**config.mk**
```make
export PLATFORM = sky130hd
export DESIGN_NAME = sockit_spi_rpo
export DESIGN_NICKNAME = d
export VERILOG_FILES = /design/src/rtl/sockit_spi_pkg.sv /design/src/rtl/sockit_spi_rpo.sv
export SDC_FILE = /design/constraint.sdc
export NUM_CORES = 1
export LEC_CHECK = 0
export CAP_MARGIN = 20
export CORE_ASPECT_RATIO = 0.6
export CORE_MARGIN = 10
export CORE_UTILIZATION = 50
export DETAILED_ROUTE_END_ITERATION = 12
export HOLD_SLACK_MARGIN = 0.1
export PLACE_DENSITY = 0.86
export SYNTH_ARGS = -nofsm -noshare
export SYNTH_HDL_FRONTEND = slang
export SYNTH_SLANG_ARGS = --single-unit
```
**constraint.sdc**
```tcl
create_clock -name clk -period 3.4 [get_ports clk]
set_input_delay 0.68 -clock clk [delete_from_list [all_inputs] [get_ports clk]]
set_output_delay 0.68 -clock clk [all_outputs]
set_load 0.005 [all_outputs]
```
**src/rtl/sockit_spi_pkg.sv**
```systemverilog
// Shared SPI definitions: IO modes, control-field positions and the lane-split helper
// used when turning a command word into serializer beats.
package sockit_spi_pkg;

    localparam int unsigned SDW = 8;

    typedef enum logic [1:0] {
        IOM_3WR  = 2'd0,
        IOM_SPI  = 2'd1,
        IOM_DUAL = 2'd2,
        IOM_QUAD = 2'd3
    } iom_t;

    // Command control: [5] new, [4] lst, [3:2] cnt, [1:0] iom
    localparam int unsigned CMD_NEW    = 5;
    localparam int unsigned CMD_LST    = 4;
    localparam int unsigned CMD_CNT_HI = 3;
    localparam int unsigned CMD_CNT_LO = 2;
    localparam int unsigned CMD_IOM_HI = 1;
    localparam int unsigned CMD_IOM_LO = 0;

    // Queue control: [3] new, [2] lst, [1:0] iom
    localparam int unsigned QUE_NEW    = 3;
    localparam int unsigned QUE_LST    = 2;
    localparam int unsigned QUE_IOM_HI = 1;
    localparam int unsigned QUE_IOM_LO = 0;

    // Highest legal beat index (beats-1) for a given IO mode.
    function automatic logic [1:0] cnt_max(input logic [1:0] iom);
        logic [1:0] r;
        case (iom)
            IOM_3WR, IOM_SPI: r = 2'd3;
            IOM_DUAL:         r = 2'd1;
            default:          r = 2'd0;
        endcase
        return r;
    endfunction

    // Spread the top bits of a word over the IO lanes, MSB first; unused lanes stay 0.
    function automatic logic [4*SDW-1:0] upk(input logic [31:0] w, input logic [1:0] iom);
        logic [4*SDW-1:0] q;
        q = '0;
        case (iom)
            IOM_3WR, IOM_SPI: begin
                for (int i = 0; i < SDW; i++) begin
                    q[SDW-1-i] = w[31-i];
                end
            end
            IOM_DUAL: begin
                for (int i = 0; i < SDW; i++) begin
                    q[2*SDW-1-i] = w[31-2*i];
                    q[SDW-1-i]   = w[30-2*i];
                end
            end
            default: begin
                for (int i = 0; i < SDW; i++) begin
                    for (int k = 0; k < 4; k++) begin
                        q[(k+1)*SDW-1-i] = w[28+k-4*i];
                    end
                end
            end
        endcase
        return q;
    endfunction

endpackage

```
**src/rtl/sockit_spi_rpo.sv**
```systemverilog
// Output repackager: splits 32-bit command words into 1..4 serializer beats, distributing
// the bits across the SPI IO lanes according to the word's IO mode.
module sockit_spi_rpo
    import sockit_spi_pkg::*;
#(
    parameter int unsigned SDW = 8,
    parameter int unsigned CCI = 6,
    parameter int unsigned CDW = 32,
    parameter int unsigned QCO = 4,
    parameter int unsigned QDW = 4*SDW
) (
    input  logic           clk,
    input  logic           rst,
    input  logic           cmd_req,
    input  logic [CCI-1:0] cmd_ctl,
    input  logic [CDW-1:0] cmd_dat,
    output logic           cmd_grt,
    output logic           que_req,
    output logic [QCO-1:0] que_ctl,
    output logic [QDW-1:0] que_dat,
    input  logic           que_grt
);

    logic           r_busy;
    logic [1:0]     r_cyc_cnt;
    logic [1:0]     r_cyc_max;
    logic [CDW-1:0] r_cyc_dat;
    logic           r_cyc_new;
    logic           r_cyc_lst;
    logic [1:0]     r_cyc_iom;

    logic           w_cmd_trn;
    logic           w_que_trn;
    logic           w_last;
    logic [1:0]     w_ld_iom;
    logic [1:0]     w_ld_cnt;
    logic [1:0]     w_ld_max;

    assign w_last    = (r_cyc_cnt == r_cyc_max);
    assign w_que_trn = que_req & que_grt;
    // Grant straight through on the last beat so back-to-back words leave no bubble.
    assign cmd_grt   = ~r_busy | (w_que_trn & w_last);
    assign w_cmd_trn = cmd_req & cmd_grt;

    assign w_ld_iom = cmd_ctl[CMD_IOM_HI:CMD_IOM_LO];
    assign w_ld_cnt = cmd_ctl[CMD_CNT_HI:CMD_CNT_LO];
    assign w_ld_max = (w_ld_cnt > cnt_max(w_ld_iom)) ? cnt_max(w_ld_iom) : w_ld_cnt;

    always_ff @(posedge clk or posedge rst) begin
        if (rst) begin
            r_busy    <= 1'b0;
            r_cyc_cnt <= 2'd0;
            r_cyc_max <= 2'd0;
            r_cyc_new <= 1'b0;
            r_cyc_lst <= 1'b0;
            r_cyc_iom <= 2'd0;
        end else if (w_cmd_trn) begin
            r_busy    <= 1'b1;
            r_cyc_cnt <= 2'd0;
            r_cyc_max <= w_ld_max;
            r_cyc_new <= cmd_ctl[CMD_NEW];
            r_cyc_lst <= cmd_ctl[CMD_LST];
            r_cyc_iom <= w_ld_iom;
        end else if (w_que_trn) begin
            if (w_last) begin
                r_busy <= 1'b0;
            end else begin
                r_cyc_cnt <= r_cyc_cnt + 2'd1;
            end
        end
    end

    always_ff @(posedge clk or posedge rst) begin
        if (rst) begin
            r_cyc_dat <= '0;
        end else if (w_cmd_trn) begin
            r_cyc_dat <= cmd_dat;
        end else if (w_que_trn && !w_last) begin
            r_cyc_dat <= (r_cyc_iom == IOM_DUAL) ? (r_cyc_dat << 16) : (r_cyc_dat << 8);
        end
    end

    // Outputs are gated by busy so an idle queue port reads all-zero.
    always_comb begin
        que_req = r_busy;
        que_ctl = '0;
        que_dat = '0;
        if (r_busy) begin
            que_ctl[QUE_NEW]               = r_cyc_new & (r_cyc_cnt == 2'd0);
            que_ctl[QUE_LST]               = r_cyc_lst & w_last;
            que_ctl[QUE_IOM_HI:QUE_IOM_LO] = r_cyc_iom;
            que_dat                        = upk(r_cyc_dat, r_cyc_iom);
        end
    end

endmodule
```
==> metrics.md <==
| Metric | Value |
|---|---|
| CP max stage cell | dfrtp_1 |
| CTS tree | yes |
| Largest net degree at the start of global routing | between 40 and 50 |
| Core ar. | between 0.004 and 0.005 mm2 |
| Initial DRT Pass Iterations | 4 |
| Die Y-Extent | roughly 74 um |
| FMAX | around 340 MHz |
| CP Launch Type | register |
| Final max-slew violation count | 0 |
| Cell Area, Placed | between 0.003 and 0.004 mm2 |
| DRC errors left | 0 |
| Root buf cell | clkbuf_8 |
| Routed wire per std cell | roughly 19 um |
| Die Wd | 111 um |
| Post-DP HPWL | 5560 um |
| Worst setup path category | reg2out |
| Share of layout cells above drive strength 1 | 0.108 |
| Critical path peak fanout | 16 |
| Hold crit path type | reg2reg |
| Register area share after synthesis | 0.415 |
| # rows | 19 |
| Number of diodes | 0 |
| Hold_buf cts | 0 |
| Syn_area_per_cell | just under 10 um2 |
| CP required | approximately 2.7 ns |
| Tmin final | between 2 and 3 ns |
| Setup TNS | 0 ns |
| Final nets | about 370 |
| Max-cap violations | 0 |
| TritonCTS buffer count | 5 |
| Post-Place Worst Slack | 0.556 ns |
| Leak | approximately 1.5 nW |
| Post-route clock skew | ~0.003 ns |
| First-pass GRT wire length | about 12000 um |
| I/O Buffers | between 70 and 80 |
| Worst setup margin | roughly 0.46 ns |
| Worst Reg-to-Reg Cells | 4 |
| Critical path depth | 3 |
| Crit path buffers/inverters | 1 |
| Post-synthesis cell type count | 28 |
| Crit end category | output port |
| Total Wirelength | ~7500 um |
| Gate Count Post-Synth | roughly 250 |
| Post-cts resize count | 0 |
| Hold Vio Cnt, Final | 0 |
| Antenna-violating nets left | 0 |
| Initial antenna violation count | 0 |
| Power Density | 991 mW/mm2 |
| Post-CTS setup buffers | 0 |
| Starting density of the core | 0.528 |
| Via count | 2258 |
| Synth Cell Area | 0.00247 mm2 |
| Slew @ Worst Pin | roughly 1.1 ns |
| CTS Buffer Depth | 2 |
| Area grow syn2layout | 36.9% |
| Total Routing Usage GR | 0.179 |
| CTS H-Tree Depth | 2 |
| CTS sink cnt | between 40 and 50 |
| Worst EP arrival | 2.26 ns |
| #FFs+latches synth | 41 |
| DR iter-0 viols | between 200 and 250 |
| Ys Warns | 0 |
| RSZ-0062 raised after global routing | no |
| IO Count | 80 |
| Final instance area | 0.00339 mm2 |
| Crit-path leading delay family | simple AND/OR/NAND/NOR gates |
| Slew headroom | 0.286 |
| Vias in the first global route | between 2000 and 2500 |
| Clock slew at reported path FFs | roughly 0.070 ns |
| Die footprint | around 0.0083 mm2 |
| Status | finished clean |
| Net count after synthesis | between 200 and 300 |
| Worst VDD drop | 0.420 mV |
| CP cell instances | and3_1 -> and2_1 -> clkdlybuf4s50_1 |
| Grt ovf | 0 |
| Hold path cells | 1 |
| Final Cycle Share | 0.863 |
| # setup viols final | 0 |
| Placer Congestion | ~0.86 |
| Latest clock arrival within the worst-skew pair | 0.29 ns |
| DR vias/cell | between 5 and 6 |
| Max incr delay on CP | 0.65 ns |
metal layers:
| layer | GRT usage | up-vias | wire length [um] |
|---|---|---|---|
| met3 | 0.0691 | 8 | 761 |
| met5 | 0 | - | 0 |
| li1 | - | 1047 | - |
| met1 | 0.229 | 1111 | 3400 |
| met4 | 0.0460 | 0 | 58 |
| met2 | 0.280 | 92 | 3280 |
cells by family after synthesis:
logic type,count (synthesis),synth area share
and+or+nand+nor,81,0.148
AOI/OAI and AO/OA,71,0.249
DFF,41,0.415
buffers and inverters,28,0.0541
muxes,24,0.101
adders and majority gates,4,0.0202
xor gates and xnor gates,2,0.0131
report_power, final:
group	internal, mW	total [mW]	leakage, nW	switching [mW]
clock network	0.161	0.320	0.0443	0.159
registers	0.727	1.02	0.507	0.297
logic	1.10	2.01	0.977	0.917
total	1.98	3.36	1.53	1.37
worst paths after layout:
kind	from	end	slack, ns
min	r_cyc_new	r_cyc_new	0.52
max	r_cyc_iom[0]	que_dat[26]	0.46
max reg2reg	r_cyc_max[1]	r_cyc_dat[28]	1.26
max in group asynchronous	rst	r_cyc_dat[28]	2.22
min in group asynchronous	rst	r_cyc_dat[4]	0.82
min reg2reg	r_cyc_new	r_cyc_new	0.52
registers in the layout, summed over array words and instances (netlist names):
name,count
r_cyc_dat,32
r_cyc_cnt,2
r_cyc_iom,2
r_cyc_max,2
que_req,1
r_cyc_lst,1
r_cyc_new,1
layout make-up:
class / instances / area (um2)
repair buffers: 85 / 843
multi-input cells: 182 / 1320
flip-flops and latches: 41 / 1030
inverters: 8 / 30.0
clock buffers: 7 / 86.3
well taps: 63 / 78.8
fillers: 340 / 1290
cell usage after synthesis:
cell	number	share of area
inv_1	8	0.012
o211a_1	8	0.032
a21oi_1	16	0.032
buf_6	3	0.014
o31ai_1	1	0.0030
o31ai_2	1	0.0051
o21ai_0	2	0.0040
clkbuf_1	12	0.018
o211ai_2	1	0.0051
a21boi_2	1	0.0045
o31ai_4	1	0.0086
nor2b_1	2	0.0051
o221a_2	8	0.036
mux2i_1	16	0.065
buf_2	5	0.010
and2_4	1	0.0035
mux2_2	8	0.036
xor2_2	2	0.013
a21o_1	8	0.024
dfrtp_1	41	0.41
and3_1	3	0.0076
ha_1	4	0.020
a221o_1	16	0.065
nand2b_1	1	0.0025
nor2_1	9	0.014
and2_1	17	0.043
a22o_1	8	0.028
nand2_1	48	0.073
cells in the final DEF (no fill, tap or decap), types with 4 or more instances in the layout:
| master | netlist | routed |
|---|---|---|
| o211a_1 | 8 | 8 |
| o221a_2 | 8 | 8 |
| inv_1 | 8 | 8 |
| clkdlybuf4s50_1 | 0 | 79 |
| a221o_1 | 16 | 16 |
| mux2i_1 | 16 | 16 |
| nor2_1 | 9 | 9 |
| clkbuf_8 | 0 | 6 |
| and2_1 | 17 | 17 |
| ha_1 | 4 | 4 |
| a22o_1 | 8 | 8 |
| mux2_2 | 8 | 8 |
| a21o_1 | 8 | 8 |
| a21oi_1 | 16 | 16 |
| nand2_1 | 48 | 48 |
| buf_4 | 0 | 5 |
| dfrtp_1 | 41 | 41 |
worst reg2reg max path, stage by stage, from the launching register on:
cell and delay [ns]:
dfrtp_1 0.43, xor2_2 0.25, o211ai_2 0.89, a21oi_1 0.14, a221o_1 0.31
through the flow:
| step | total power [mW] | hold WS [ns] | cells | utilization |
|---|---|---|---|---|
| finish | 3.36 | 0.519 | 386 | 0.723 |
| global route | 3.59 | 0.522 | 386 | 0.723 |
| CTS | 3.33 | 0.508 | 385 | 0.720 |
| detailed placement | 3.00 | 0.492 | 378 | 0.702 |
| global placement | 2.94 | 0.485 | 378 | 0.702 |
| floorplan | 2.19 | 0.472 | 251 | - |
(Power assumes the default switching activity.)
